[src/rtl/jt10_adpcma_pkg.sv]
// Shared constants and types for the six-channel ADPCM-A decoder pipeline.
package jt10_adpcma_pkg;

  localparam int NUM_CH  = 6;
  localparam int ACC_W   = 12;
  localparam int IDX_W   = 6;
  localparam int IDX_MAX = 48;
  localparam int STEP_W  = 11;

  localparam logic [STEP_W-1:0] STEP_TAB [0:IDX_MAX] = '{
    11'd16,   11'd17,   11'd19,   11'd21,   11'd23,   11'd25,   11'd28,
    11'd31,   11'd34,   11'd37,   11'd41,   11'd45,   11'd50,   11'd55,
    11'd60,   11'd66,   11'd73,   11'd80,   11'd88,   11'd97,   11'd107,
    11'd118,  11'd130,  11'd143,  11'd157,  11'd173,  11'd190,  11'd209,
    11'd230,  11'd253,  11'd279,  11'd307,  11'd337,  11'd371,  11'd408,
    11'd449,  11'd494,  11'd544,  11'd598,  11'd658,  11'd724,  11'd796,
    11'd876,  11'd963,  11'd1060, 11'd1166, 11'd1282, 11'd1411, 11'd1552
  };

  localparam logic signed [4:0] ADJ [0:7] = '{
    -5'sd1, -5'sd1, -5'sd1, -5'sd1, 5'sd2, 5'sd5, 5'sd7, 5'sd9
  };

  typedef struct packed {
    logic [ACC_W-1:0] acc;
    logic [IDX_W-1:0] idx;
  } ch_state_t;

endpackage

[src/rtl/jt10_adpcma_step.sv]
// Step-size ROM lookup and clamped step-index update for one nibble.
module jt10_adpcma_step
  import jt10_adpcma_pkg::*;
(
  input  logic [IDX_W-1:0]  idx_i,
  input  logic [2:0]        mag_i,
  output logic [STEP_W-1:0] step_o,
  output logic [IDX_W-1:0]  idx_next_o
);

  logic signed [4:0] adj_s;
  logic signed [7:0] sum_s;

  // Lookup uses the old index; the new index is clamped into 0..IDX_MAX.
  always_comb begin
    adj_s = ADJ[mag_i];
    sum_s = $signed({2'b00, idx_i}) + $signed({{3{adj_s[4]}}, adj_s});
    if (idx_i <= IDX_W'(IDX_MAX)) begin
      step_o = STEP_TAB[idx_i];
    end else begin
      step_o = STEP_TAB[IDX_MAX];
    end
    if (sum_s[7]) begin
      idx_next_o = '0;
    end else if (sum_s[6:0] > 7'(IDX_MAX)) begin
      idx_next_o = IDX_W'(IDX_MAX);
    end else begin
      idx_next_o = sum_s[IDX_W-1:0];
    end
  end

endmodule

[src/rtl/jt10_adpcma_pipe.sv]
// Six-slot time-multiplexed ADPCM-A decoder; channel state circulates through
// a 6-register ring so each slot's state returns to the input stage every 6 cen edges.
module jt10_adpcma_pipe
  import jt10_adpcma_pkg::*;
(
  input  logic               clk,
  input  logic               rst_n,
  input  logic               cen,
  input  logic [3:0]         data,
  input  logic               chon,
  output logic signed [15:0] pcm
);

  // Stage 1: old acc, new idx, looked-up step, nibble
  logic [ACC_W-1:0]  acc1_q, acc1_d;
  logic [IDX_W-1:0]  idx1_q, idx1_d;
  logic [STEP_W-1:0] step1_q, step1_d;
  logic [3:0]        data1_q;
  logic              chon1_q;
  // Stage 2: delta computed by shift-add
  logic [ACC_W-1:0]  acc2_q, delta2_q, delta2_d;
  logic [IDX_W-1:0]  idx2_q;
  logic              sign2_q, chon2_q;
  // Stages 3..6: updated channel state awaiting its next turn
  ch_state_t         ring_q [3:6];
  ch_state_t         ring_d [3:6];
  logic [15:0]       pcm_q, pcm_d;

  logic [STEP_W-1:0] step_s;
  logic [IDX_W-1:0]  idx_next_s;
  logic [14:0]       prod_s;
  logic [ACC_W-1:0]  acc3_s;

  jt10_adpcma_step u_step (
    .idx_i      (ring_q[6].idx),
    .mag_i      (data[2:0]),
    .step_o     (step_s),
    .idx_next_o (idx_next_s)
  );

  // (2*mag+1)*step built from step<<3/<<2/<<1/<<0, then floored by >>3.
  always_comb begin
    acc1_d  = chon ? ring_q[6].acc : '0;
    idx1_d  = chon ? idx_next_s : '0;
    step1_d = step_s;

    prod_s = {4'b0000, step1_q}
           + (data1_q[0] ? {3'b000, step1_q, 1'b0}  : 15'd0)
           + (data1_q[1] ? {2'b00,  step1_q, 2'b00} : 15'd0)
           + (data1_q[2] ? {1'b0,   step1_q, 3'b000} : 15'd0);
    delta2_d = prod_s[14:3];

    if (!chon2_q) begin
      acc3_s = '0;
    end else if (sign2_q) begin
      acc3_s = acc2_q - delta2_q;
    end else begin
      acc3_s = acc2_q + delta2_q;
    end

    ring_d[3] = '{acc: acc3_s, idx: idx2_q};
    for (int i = 4; i <= 6; i++) begin
      ring_d[i] = ring_q[i-1];
    end
    pcm_d = {ring_q[6].acc, 4'b0000};
  end

  // Pipeline registers; everything advances together on cen.
  always_ff @(posedge clk or negedge rst_n) begin
    if (!rst_n) begin
      acc1_q   <= '0;
      idx1_q   <= '0;
      step1_q  <= '0;
      data1_q  <= '0;
      chon1_q  <= 1'b0;
      acc2_q   <= '0;
      idx2_q   <= '0;
      delta2_q <= '0;
      sign2_q  <= 1'b0;
      chon2_q  <= 1'b0;
      for (int i = 3; i <= 6; i++) begin
        ring_q[i] <= '0;
      end
      pcm_q    <= '0;
    end else if (cen) begin
      acc1_q   <= acc1_d;
      idx1_q   <= idx1_d;
      step1_q  <= step1_d;
      data1_q  <= data;
      chon1_q  <= chon;
      acc2_q   <= acc1_q;
      idx2_q   <= idx1_q;
      delta2_q <= delta2_d;
      sign2_q  <= data1_q[3];
      chon2_q  <= chon1_q;
      for (int i = 3; i <= 6; i++) begin
        ring_q[i] <= ring_d[i];
      end
      pcm_q    <= pcm_d;
    end
  end

  assign pcm = $signed(pcm_q);

endmodule

[config.mk]
export PLATFORM = sky130hd
export DESIGN_NAME = jt10_adpcma_pipe
export DESIGN_NICKNAME = d
export VERILOG_FILES = /design/src/rtl/jt10_adpcma_pkg.sv /design/src/rtl/jt10_adpcma_step.sv /design/src/rtl/jt10_adpcma_pipe.sv
export SDC_FILE = /design/constraint.sdc
export NUM_CORES = 1
export LEC_CHECK = 0
export CAP_MARGIN = 20
export CORE_MARGIN = 4
export CORE_UTILIZATION = 60
export CTS_CLUSTER_DIAMETER = 200
export CTS_CLUSTER_SIZE = 40
export DETAILED_ROUTE_END_ITERATION = 6
export PLACE_DENSITY = 0.75
export SLEW_MARGIN = 15
export SYNTH_ARGS = -nofsm -noshare
export SYNTH_HDL_FRONTEND = slang
export SYNTH_SLANG_ARGS = --single-unit
[constraint.sdc]
create_clock -name clk -period 4 [get_ports clk]
set_input_delay 0.4 -clock clk [delete_from_list [all_inputs] [get_ports clk]]
set_output_delay 0.4 -clock clk [all_outputs]
set_load 0.005 [all_outputs]
== Word-level counts from Yosys, hierarchy flattened ==
Memory sizes are Yosys's and may differ from the RTL's.
Index checks and enable logic that the tools add are counted.
Word-level totals
  memory bits (read-only): 744
  output and inout bits: 16
  input bits: 8
  register bits after elaboration: 150
  memories: 2
  word-level logic and storage cells: 47
Operators by class
  magnitude comparators: 4
  mux-type cells: 14
  bitwise gates (word level): 2
  add/subtract/negate cells: 6
Memory list
  (no name shown): words 64, bits a word 11, rd ports 1, clocked after memory_dff 0, write ports 0, RTL line jt10_adpcma_step.sv:19  | step_o = STEP_TAB[idx_i];
  (no name shown): words 8, bits a word 5, rd ports 1, clocked after memory_dff 0, write ports 0, RTL line jt10_adpcma_step.sv:16  | adj_s = ADJ[mag_i];
Operators with widths (count)
  12-bit two-way mux: 4
  11-bit two-way mux: 3
  6-bit two-way mux: 3
  14-bit by 14-bit adder with 15-bit output: 1
  13-bit by 13-bit adder with 14-bit output: 1
  14-bit two-way mux: 1
  11-bit by 12-bit adder with 13-bit output: 1
  13-bit two-way mux: 1
  12-bit adder: 1
  12-bit subtractor: 1
  5-bit two-way mux: 2
  7-bit by 5-bit adder with 8-bit output: 1
  7-bit >= comparator, second input constant: 1
  7-bit by 6-bit > comparator with 1-bit output, second input constant: 1
  6-bit inverter with 7-bit output: 1
  6-bit less-or-equal comparator, second input constant: 1
  4-bit >= comparator, second input constant: 1
  3-bit inverter with 4-bit output: 1

== Longest topological paths before layout ==
Gate-level depths: netlist of the first run.
  depth after elaboration: 9
  mapped depth: 14
  mapped depth without buffers: 13

== By module ==
Synthesis of the first run repeated with hierarchy kept, for this count alone.
Unflattened totals
  cell total of the unflattened synthesis: 811
  area, all modules: 8649.5 um^2
Modules (own cells, without submodules)
  jt10_adpcma_pipe: cells each 639, area an instance 7454.6 um^2, times used 1
  jt10_adpcma_step: cells each 172, area an instance 1194.9 um^2, times used 1

== Least setup slack after synthesis of the first run ==
No wires, ideal clock.
  path type: register to register
  start: register data1_q[0]
  end: register delta2_q[8]
  path buffers: 1
  stages on the path, launching flop included: 14
  arrival time: 3.267 ns
  slack: 0.609 ns
  setup time: 0.125 ns
  data required time: 3.875 ns
  cells stage by stage: dfrtp_1 > clkbuf_1 > nand2_1 > fa_1 > fa_1 > inv_1 > ha_1 > fa_1 > a21o_1 > a21boi_1 > o21ai_1 > a21oi_1 > xnor2_1 > mux2_2
Between the ends
  cells in the longest elaborated chain, start to end: 4
Ends and longest elaborated chain
  start, declared: RTL line jt10_adpcma_pipe.sv:18  | logic [3:0] data1_q;
  start signal, assigned: RTL line jt10_adpcma_pipe.sv:89  | data1_q <= data;
  12-bit two-way mux: RTL line jt10_adpcma_pipe.sv:48  | + (data1_q[0] ? {3'b000, step1_q, 1'b0} : 15'd0)
  11-bit by 12-bit adder with 13-bit output: RTL line jt10_adpcma_pipe.sv:48
  13-bit by 13-bit adder with 14-bit output: RTL line jt10_adpcma_pipe.sv:49  | + (data1_q[1] ? {2'b00, step1_q, 2'b00} : 15'd0)
  14-bit by 14-bit adder with 15-bit output: RTL line jt10_adpcma_pipe.sv:50  | + (data1_q[2] ? {1'b0, step1_q, 3'b000} : 15'd0);
  end signal, assigned: RTL line jt10_adpcma_pipe.sv:93  | delta2_q <= delta2_d;
  end, declared: RTL line jt10_adpcma_pipe.sv:21  | logic [ACC_W-1:0] acc2_q, delta2_q, delta2_d;
No other way between the ends.
A chain may end at the register's enable or synchronous reset.

== Worst setup path after layout of the first run ==
Ends and elaborated chain as after synthesis.

==> summary.md, run 1 <==
| Metric | Value |
|---|---|
| Post-Syn Area per Cell | `10.8 um2` |
| Achievable frequency | `0.280 GHz` |
| Cell Area, Synth | `8470 um2` |
| Ant diodes | `0` |
| Cell area power density | `754 nW/um2` |
| Synthesis-to-layout area growth | `10.8%` |
| H-tree levels | `4` |
| Worst Path Max Fanout | `11` |
| CTS Sinks | `150` |
| Routability-driven placement congestion ratio | `0.867` |
| Static power due to leakage | `0.00433 uW` |
| Antenna-violating nets left | `0` |
| Die X | `127 um` |
| Antenna violations before repair | `0` |
| Area of the core region | `13800 um2` |
| Mux cell area share after synthesis | `0.141` |
| Final Hold Viols | `0` |
| Vias after detailed routing | `5659` |
| Half-perimeter wire length after placement | `11200 um` |
| Hold Crit Class | `primary input to asynchronous set/reset pin` |
| Ranking of synthesized cells by instance count | `sky130_fd_sc_hd__dfrtp_1, sky130_fd_sc_hd__mux2_2, sky130_fd_sc_hd__inv_1` |
| Final clock period utilization by the worst path | `0.893` |
| Unrepaired setup endpoints after global routing | `false` |
| Post-CTS Hold Buffers | `0` |
| Total track usage | `0.215` |
| Met2 Resource Use GR | `0.358` |
| Later-pin clock latency in the skew report | `430 ps` |
| Status | `complete, no violations` |
| Number of maximum-capacitance violations | `0` |
| Deepest clock path buffer count | `2` |
| Yosys reg bits | `150` |
| IR Drop Worst-Case VDD | `410 uV` |
| Arrival time worst endpoint | `3880 ps` |
| Wire length reported by the detailed router | `15900 um` |
| Most area-hungry cell type in the Yosys netlist | `sky130_fd_sc_hd__dfrtp_1` |
| Drt drc | `0` |
| Total negative slack | `0 ps` |
| FILL cells | `1032` |
| DRC violation total after the first TritonRoute iteration | `265` |
| Sum of overflow across all layers after global routing | `0` |
| Final-report setup violation count | `0` |
| Met1 global-route usage | `0.283` |
| Met3 track demand over resource | `0.0484` |
| FF+latch area | `3750 um2` |
| Post-CTS clock slew at the launch and capture registers of the worst setup and hold paths | `60 ps` |
| Fraction of registers with async set/reset | `1.00` |
| Type of the worst setup path | `flop to flop` |
| First-pass GRT wire length | `28000 um` |
| Post-CTS repair timing setup buffer count | `0` |
| CTS-repair resized insts | `0` |
| Biggest area contributors in the synthesized netlist | `sky130_fd_sc_hd__dfrtp_1, sky130_fd_sc_hd__mux2_2, sky130_fd_sc_hd__ha_1` |
| Clock tree from TritonCTS | `yes` |
| Adder-Cell Fraction of Synth Area | `0.113` |
| Most instantiated library cell after synthesis | `sky130_fd_sc_hd__dfrtp_1` |
| Critical path endpoint category | `flop` |
| Slew at the pin with the worst max-slew slack | `835 ps` |
| Total count of max-transition violations in the final report | `0` |
| Relative slew margins | `0.443` |
| 1st-pass router iterations | `4` |
| Die area | `16100 um2` |
| Count of distinct cell types in the synthesized netlist | `60` |
| Yosys top cell area share | `0.443` |
| Count of flip-flops with a built-in enable after synthesis | `0` |
| Number of cell rows | `43` |
| Die Span Y | `127 um` |
| Placed instance area | `8780 um2` |
| Yosys Warn Count | `0` |
| Net total in the final layout | `861` |
| Vias in the first global route | `5804` |
| Worst endpoint required time | `4310 ps` |
| Buffer type at the clock tree root | `sky130_fd_sc_hd__clkbuf_16` |
| Effective utilization at floorplan | `0.613` |
| Total area of multi-input combinational cells | `4320 um2` |
| Xor/xnor cell area share of the yosys netlist | `0.0331` |
| Post-synthesis cell count | `784` |
| Proportion of layout cells with a drive suffix above 1 | `0.185` |
| Final standard cell area without fillers | `9390 um2` |
| Tmin final | `3570 ps` |
| Avg WL per Cell | `16.2 um` |
| Most heavily used metal layer in global routing | `met2` |
| Most used flip-flop cell after synthesis | `sky130_fd_sc_hd__dfrtp_1` |
| Count of input and output buffers | `19` |
| Simple-gate share of the synthesized area | `0.0969` |
| Post-route clock skew | `8.44 ps` |
| Category of the worst setup path launch point | `flop` |
| Portion of the post-synthesis area used by sequential elements | `0.443` |
| Combinational family with the most area after synthesis | `multiplexers` |
| Compound-cell area share of the yosys netlist | `0.123` |
| Via density per instance | `5.76` |
| IO Count | `24` |
| Number of CTS-inserted buffers | `17` |
| Maximum number of pins on one net before global-route repair | `81` |
## through the flow
step | setup slack [ps] | hold WS (ps) | std cells | util | total power [uW]
finish | 426 | 1.93 | 982 | 0.679 | 7080
global route | 128 | 48.5 | 982 | 0.679 | 7650
global placement | 563 | 466 | 950 | 0.635 | 5330
detailed placement | 428 | 471 | 950 | 0.635 | 5470
CTS | 422 | 20.8 | 982 | 0.679 | 7130
floorplan | 609 | 104 | 787 | - | 4690
## worst max-delay path, cell delays in order, from the launching register on
cell and delay (ps):
sky130_fd_sc_hd__dfrtp_1 520, sky130_fd_sc_hd__nand2_1 130, sky130_fd_sc_hd__fa_1 500, sky130_fd_sc_hd__fa_1 550, sky130_fd_sc_hd__inv_1 40, sky130_fd_sc_hd__ha_1 230, sky130_fd_sc_hd__fa_1 420, sky130_fd_sc_hd__a21o_1 200
sky130_fd_sc_hd__a21boi_1 230, sky130_fd_sc_hd__o21ai_1 100, sky130_fd_sc_hd__a21oi_1 190, sky130_fd_sc_hd__xnor2_1 90, sky130_fd_sc_hd__mux2_2 260
## cells by family after synthesis
group,after synthesis
other,1
AND/OR/NAND/NOR,165
multiplexers,106
flip-flops,150
adder cells (fa/ha/maj),64
AO/OA/AOI/OAI,162
buffers and inverters,104
XOR/XNOR,32
## flip-flops by register name (all words and copies together), names as in the netlist, 11 cells and up
register / flops
ring_d: 54
pcm: 12
acc1_q: 12
delta2_q: 12
pcm_d: 12
acc2_q: 12
step1_q: 11
## path summary, 6_finish.rpt
check                      startpoint           to  slack [ps]  cells past startpoint
hold reg to reg             ring_d[0]    ring_q[0]         480                      2
min in group clk                  cen   ring_d[44]         320                      2
max in group asynchronous       rst_n   ring_d[11]        3180                      2
hold / removal                  rst_n   step1_q[9]           2                      1
setup / recovery           data1_q[0]  delta2_q[8]         430                     12
setup reg to reg           data1_q[0]  delta2_q[8]         430                     12
## power by group
part	switching (uW)	internal [uW]
registers	430	2050
logic	1540	1450
clock network	707	898
total	2680	4400
## final cells by class
| cell class | instances | share of cell area |
|---|---|---|
| timing repair buffer | 25 | 0.0267 |
| multi-input combinational | 533 | 0.460 |
| sequential | 150 | 0.400 |
| tap | 180 | 0.0240 |
| inverter | 62 | 0.0248 |
| clock inverter | 15 | 0.0196 |
| clock buffer | 17 | 0.0453 |
## layer usage
| metal | part of all wire | routed length [um] |
|---|---|---|
| met1 | 0.46 | 7230 |
| met2 | 0.50 | 7870 |
| met3 | 0.029 | 457 |
| met4 | 0.021 | 327 |
| met5 | 0 | 0 |
## placed cells by master (no fill, tap or decap), types with 5 or more instances in the layout
master	instances
sky130_fd_sc_hd__dfrtp_1	150
sky130_fd_sc_hd__mux2_2	98
sky130_fd_sc_hd__inv_1	59
sky130_fd_sc_hd__nand2_1	52
sky130_fd_sc_hd__o21ai_0	44
sky130_fd_sc_hd__ha_1	43
sky130_fd_sc_hd__a21oi_1	38
sky130_fd_sc_hd__nor2_1	37
sky130_fd_sc_hd__xnor2_1	25
sky130_fd_sc_hd__fa_1	21
sky130_fd_sc_hd__nand3_1	19
sky130_fd_sc_hd__clkbuf_16	17
sky130_fd_sc_hd__clkdlybuf4s50_1	17
sky130_fd_sc_hd__nand2b_1	13
sky130_fd_sc_hd__and2_1	11
sky130_fd_sc_hd__a211oi_1	8
sky130_fd_sc_hd__o2bb2ai_1	8
sky130_fd_sc_hd__nor2b_1	8
sky130_fd_sc_hd__o21a_1	8
sky130_fd_sc_hd__xor2_1	7
sky130_fd_sc_hd__mux2i_1	7
sky130_fd_sc_hd__o211ai_1	6
sky130_fd_sc_hd__a31oi_1	6
sky130_fd_sc_hd__a21o_1	6
sky130_fd_sc_hd__nor3_1	6
sky130_fd_sc_hd__o21ai_1	5
sky130_fd_sc_hd__inv_6	5
sky130_fd_sc_hd__buf_4	5
(Power assumes the default switching activity.)
==> run 2, diff against run 1 <==
Settings changed: SYNTH_HIERARCHICAL from default to 1.
==> summary.md, run 2 <==
| Metric | Value |
|---|---|
| Status | `complete, no violations` |
| Wire length reported by the detailed router | `16600 um` |
| Vias after detailed routing | `5847` |
| Maximum number of pins on one net before global-route repair | `118` |
| Clock tree from TritonCTS | `yes` |
| Most used flip-flop cell after synthesis | `sky130_fd_sc_hd__dfrtp_1` |
| Commonest non-fill, non-tap cell in the layout | `sky130_fd_sc_hd__dfrtp_1` |
| DRC violation total after the first TritonRoute iteration | `473` |
| Fraction of registers with async set/reset | `1.00` |
| Number of flip-flops in the largest register | `54` |
| Number of maximum-capacitance violations | `0` |
| Hold Crit Class | `primary input to asynchronous set/reset pin` |
| Type of the worst setup path | `flop to flop` |
| Buffer type at the clock tree root | `sky130_fd_sc_hd__clkbuf_16` |
| Total track usage | `0.220` |
| Worst endpoint required time | `4270 ps` |
| Final standard cell area without fillers | `9530 um2` |
| Ranking of synthesized cells by instance count | `sky130_fd_sc_hd__dfrtp_1, sky130_fd_sc_hd__mux2_2, sky130_fd_sc_hd__inv_1` |
| Yosys top cell area share | `0.434` |
| Via density per instance | `5.81` |
| Most instantiated library cell after synthesis | `sky130_fd_sc_hd__dfrtp_1` |
| Die X | `128 um` |
| Die Span Y | `128 um` |
| Die area | `16400 um2` |
| Count of input and output buffers | `19` |
| Drt drc | `0` |
| CTS-repair resized insts | `0` |
| Post-route clock skew | `8.40 ps` |
| Yosys Warn Count | `6` |
| Delay contributed by the slowest stage of the critical path | `550 ps` |
| Post-CTS repair timing setup buffer count | `0` |
| Startpoint of the most critical register-to-register path | `data1_q[0]` |
| Total count of max-transition violations in the final report | `0` |
| Slew at the pin with the worst max-slew slack | `901 ps` |
| Avg WL per Cell | `16.5 um` |
| 1st-pass router iterations | `5` |
| IO Count | `24` |
| Cell area power density | `782 nW/um2` |
| FILL cells | `1057` |
| Routability-driven placement congestion ratio | `0.869` |
| Count of flip-flops with a built-in enable after synthesis | `0` |
| Worst Path Max Fanout | `11` |
| Achievable frequency | `0.276 GHz` |
| Number of CTS-inserted buffers | `17` |
| Total negative slack | `0 ps` |
| Effective utilization at floorplan | `0.618` |
| Cell Area, Synth | `8650 um2` |
| Worst path cell trace | `nand2_1 -> fa_1 -> fa_1 -> inv_1 -> ha_1 -> fa_1 -> a21o_1 -> a21boi_1 -> o21ai_0 -> a31oi_1 -> xor2_1 -> mux2i_1` |
| Yosys reg bits | `150` |
| Area of the core region | `14000 um2` |
| Arrival time worst endpoint | `3890 ps` |
| Half-perimeter wire length after placement | `11200 um` |
| CTS Sinks | `150` |
| Portion of the post-synthesis area used by sequential elements | `0.434` |
| Sum of overflow across all layers after global routing | `0` |
| Placed instance area | `8930 um2` |
| Placed instance count | `975` |
| Critical path startpoint | `data1_q[0]` |
| Post-CTS Hold Buffers | `0` |
| Relative slew margins | `0.397` |
| Later-pin clock latency in the skew report | `430 ps` |
| Synthesis-to-layout area growth | `10.1%` |
| Tmin final | `3620 ps` |
| Post-synthesis cell count | `811` |
| Critical path endpoint category | `flop` |
| Proportion of layout cells with a drive suffix above 1 | `0.195` |
| Final Hold Viols | `0` |
| Number of standard cells in the final layout excluding fillers | `1006` |
| Cell seen most often among critical-path stages | `sky130_fd_sc_hd__fa_1` |
| Static power due to leakage | `0.00441 uW` |
| Deepest clock path buffer count | `2` |
| Final clock period utilization by the worst path | `0.904` |
| Antenna violations before repair | `0` |
| Biggest area contributors in the synthesized netlist | `sky130_fd_sc_hd__dfrtp_1, sky130_fd_sc_hd__mux2_2, sky130_fd_sc_hd__ha_1` |
| Vias in the first global route | `5951` |
| Most area-hungry cell type in the Yosys netlist | `sky130_fd_sc_hd__dfrtp_1` |
| First-pass GRT wire length | `29000 um` |
| Antenna-violating nets left | `0` |
| Unrepaired setup endpoints after global routing | `false` |
| H-tree levels | `4` |
| Net total in the final layout | `886` |
| Highest-count cells in the layout ignoring fill and taps | `sky130_fd_sc_hd__dfrtp_1, sky130_fd_sc_hd__mux2_2, sky130_fd_sc_hd__inv_1, sky130_fd_sc_hd__nand2_1, sky130_fd_sc_hd__o21ai_0` |
| Post-Syn Area per Cell | `10.7 um2` |
| IR Drop Worst-Case VDD | `516 uV` |
| Count of distinct cell types in the synthesized netlist | `68` |
| Number of cell rows | `43` |
| Ant diodes | `0` |
| Post-CTS clock slew at the launch and capture registers of the worst setup and hold paths | `60 ps` |
| Cell type of the slowest stage on the worst timing path | `sky130_fd_sc_hd__dfrtp_1` |
| Final-report setup violation count | `0` |
| Category of the worst setup path launch point | `flop` |
-- run 2: worst paths after layout --
path	end	slack, ps	cells after the start
setup reg to reg	delta2_q[10]	380	12
setup / recovery	delta2_q[10]	380	12
hold reg to reg	chon2_q	470	2
max in group asynchronous	data1_q[0]	2990	2
hold / removal	step1_q[8]	30	1
min in group clk	chon2_q	470	2
-- run 2: layer usage --
metal,wire length [um],up-vias,part of all wire,global-route usage
met3,683,23,0.041,0.0413
li1,-,2795,-,-
met1,8050,2892,0.48,0.330
met4,235,0,0.014,0.0668
met5,0,-,0,0
met2,7660,137,0.46,0.328
-- run 2: logic make-up after synthesis --
group	Yosys count	synth area share
AO/OA/AOI/OAI	170	0.127
XOR/XNOR	31	0.0323
adder cells (fa/ha/maj)	64	0.111
buffers and inverters	122	0.0567
flip-flops	150	0.434
multiplexers	110	0.144
other	1	0.000434
AND/OR/NAND/NOR	163	0.0955
-- run 2: area by class of cell --
class | count | area [um2] | area share
Clock buffer | 18 | 429 | 0.0451
Timing Repair Buffer | 26 | 245 | 0.0257
Inverter | 77 | 289 | 0.0303
Sequential cell | 150 | 3750 | 0.394
Clock inverter | 13 | 166 | 0.0175
Multi-Input combinational cell | 542 | 4420 | 0.464
Tap cell | 180 | 225 | 0.0236
-- run 2: where the power goes --
group	internal [uW]	total, uW	switching [uW]
Combinational	1550	3300	1760
Sequential	2080	2520	449
Clock	938	1620	680
-- run 2: worst max-delay path, delay by kind of cell, from the launching register on --
| kind | cells | cell delay [ps] |
|---|---|---|
| fa+ha+maj | 4 | 1690 |
| compound gates | 4 | 810 |
| flops | 1 | 550 |
| xor+xnor | 1 | 160 |
| simple gates | 1 | 130 |
| mux | 1 | 80 |
| buf+inv | 1 | 40 |
-- run 2: through the flow --
step | setup slack (ps) | utilization | hold WS [ps] | total power (uW)
finish | 383 | 0.681 | 25.2 | 7440
global route | 115 | 0.681 | 120 | 8040
CTS | 375 | 0.681 | 89.0 | 7470
detailed placement | 389 | 0.638 | 468 | 5780
global placement | 538 | 0.638 | 461 | 5690
floorplan | 613 | - | 104 | 4960
==> run 3, diff against run 2 <==
Clock period 4 ns to 4.55 ns, I/O delays scaled along.
==> summary.md, run 3 (same netlist as run 2, synthesis figures left out) <==
| Metric | Value |
|---|---|
| Unrepaired setup endpoints after global routing | `false` |
| Number of standard cells in the final layout excluding fillers | `1005` |
| Number of maximum-capacitance violations | `0` |
| Total track usage | `0.225` |
| Achievable frequency | `0.278 GHz` |
| IR Drop Worst-Case VDD | `428 uV` |
| Number of cell rows | `43` |
| Die area | `16400 um2` |
| Avg WL per Cell | `16.8 um` |
| Antenna violations before repair | `0` |
| Relative slew margins | `0.365` |
| Vias after detailed routing | `5914` |
| Buffer type at the clock tree root | `sky130_fd_sc_hd__clkbuf_16` |
| Total count of max-transition violations in the final report | `0` |
| Wire length reported by the detailed router | `16900 um` |
| Sum of overflow across all layers after global routing | `0` |
| Final Hold Viols | `0` |
| Ant diodes | `0` |
| Met3 track demand over resource | `0.0496` |
| Vias in the first global route | `6106` |
| Static power due to leakage | `0.00438 uW` |
| DRC violation total after the first TritonRoute iteration | `540` |
| First-pass GRT wire length | `29800 um` |
| Critical path endpoint category | `flop` |
| Type of the worst setup path | `flop to flop` |
| Effective utilization at floorplan | `0.618` |
| Clock tree from TritonCTS | `yes` |
| Count of input and output buffers | `19` |
| Tmin final | `3600 ps` |
| Proportion of layout cells with a drive suffix above 1 | `0.195` |
| Number of flip-flops in the largest register | `54` |
| CTS-repair resized insts | `0` |
| Antenna-violating nets left | `0` |
| Category of the worst setup path launch point | `flop` |
| Hold Crit Class | `primary input to asynchronous set/reset pin` |
| Placed instance count | `973` |
| Arrival time worst endpoint | `3900 ps` |
| Number of CTS-inserted buffers | `17` |
| Net total in the final layout | `884` |
| Synthesis-to-layout area growth | `9.65%` |
| Most heavily used metal layer in global routing | `met2` |
| Worst reg-to-reg setup slack | `950 ps` |
| Final-report setup violation count | `0` |
| Die Span Y | `128 um` |
| 1st-pass router iterations | `5` |
| Worst endpoint required time | `4850 ps` |
| Slew at the pin with the worst max-slew slack | `953 ps` |
| Worst Path Max Fanout | `11` |
| Commonest non-fill, non-tap cell in the layout | `sky130_fd_sc_hd__dfrtp_1` |
| CTS Sinks | `150` |
| IO Count | `24` |
| H-tree levels | `4` |
| FILL cells | `1041` |
| Drt drc | `0` |
| Final core area utilization | `0.678` |
| Post-CTS repair timing setup buffer count | `0` |
| Half-perimeter wire length after placement | `11400 um` |
| Later-pin clock latency in the skew report | `420 ps` |
| Deepest clock path buffer count | `2` |
| Met1 global-route usage | `0.322` |
| Via density per instance | `5.88` |
| Cell area power density | `683 nW/um2` |
| Total negative slack | `0 ps` |
| Die X | `128 um` |
| Status | `complete, no violations` |
| Maximum number of pins on one net before global-route repair | `100` |
| Post-route clock skew | `8.92 ps` |
| Area of the core region | `14000 um2` |
| Highest-count cells in the layout ignoring fill and taps | `sky130_fd_sc_hd__dfrtp_1, sky130_fd_sc_hd__mux2_2, sky130_fd_sc_hd__inv_1, sky130_fd_sc_hd__nand2_1, sky130_fd_sc_hd__o21ai_0` |
| Routability-driven placement congestion ratio | `0.875` |
| Pre-CTS setup slack | `880 ps` |
| Met2 Resource Use GR | `0.354` |
| Post-CTS clock slew at the launch and capture registers of the worst setup and hold paths | `60 ps` |
| Final clock period utilization by the worst path | `0.790` |
| Worst-case setup margin in the final layout | `954 ps` |
| Post-CTS Hold Buffers | `0` |
## run 3: cell count changes in the layout (fill, tap and decap cells not counted)
cell and change:
sky130_fd_sc_hd__bufinv_16 -2, sky130_fd_sc_hd__clkinv_4 -2, sky130_fd_sc_hd__clkinv_2 +1, sky130_fd_sc_hd__buf_4 -2, sky130_fd_sc_hd__clkbuf_8 +2, sky130_fd_sc_hd__clkbuf_1 -1
sky130_fd_sc_hd__clkinvlp_4 +3
## run 3: per-stage QoR
stage	cell area, um2	power [uW]	hold WS [ps]
global placement	8910	4970	474
CTS	9480	6490	35.6
finish	9480	6480	6.50
global route	9480	6980	46.7
floorplan	8660	4360	159
detailed placement	8910	5080	470
## run 3: routing by layer
layer	share of wire	routed length (um)	up-vias
met5	0	0	-
met4	0.0096	162	0
met3	0.045	766	18
met2	0.48	8120	158
met1	0.46	7840	2935
li1	-	-	2803
## run 3: critical path: stages (launching register included)
cell	delay (ps)
sky130_fd_sc_hd__dfrtp_1	550
sky130_fd_sc_hd__nand2_1	130
sky130_fd_sc_hd__fa_1	510
sky130_fd_sc_hd__fa_1	550
sky130_fd_sc_hd__inv_1	50
sky130_fd_sc_hd__ha_1	240
sky130_fd_sc_hd__fa_1	430
sky130_fd_sc_hd__a21o_1	190
sky130_fd_sc_hd__a21boi_1	220
sky130_fd_sc_hd__o21ai_1	80
sky130_fd_sc_hd__a21oi_1	180
sky130_fd_sc_hd__xnor2_1	80
sky130_fd_sc_hd__mux2_2	260
## run 3: report_power, final
group / internal, uW / switching (uW)
logic: 1360 / 1530
clock network: 743 / 594
registers: 1820 / 439
## run 3: path summary, 6_finish.rpt
path	from	endpoint	cells past startpoint
max	data1_q[0]	delta2_q[8]	12
min	rst_n	step1_q[9]	1
max reg2reg	data1_q[0]	delta2_q[8]	12
min reg2reg	chon1_q	chon2_q	2
max in group asynchronous	rst_n	ring_d[46]	2
min in group clk	chon1_q	chon2_q	2
## run 3: layout make-up
class	count	area (um2)	area share
clock buffer	19	453	0.0478
sequential	150	3750	0.396
inverter	77	289	0.0305
tap	180	225	0.0237
clock inverter	13	116	0.0123
timing repair buffer	24	230	0.0243
multi-input combinational	542	4420	0.466
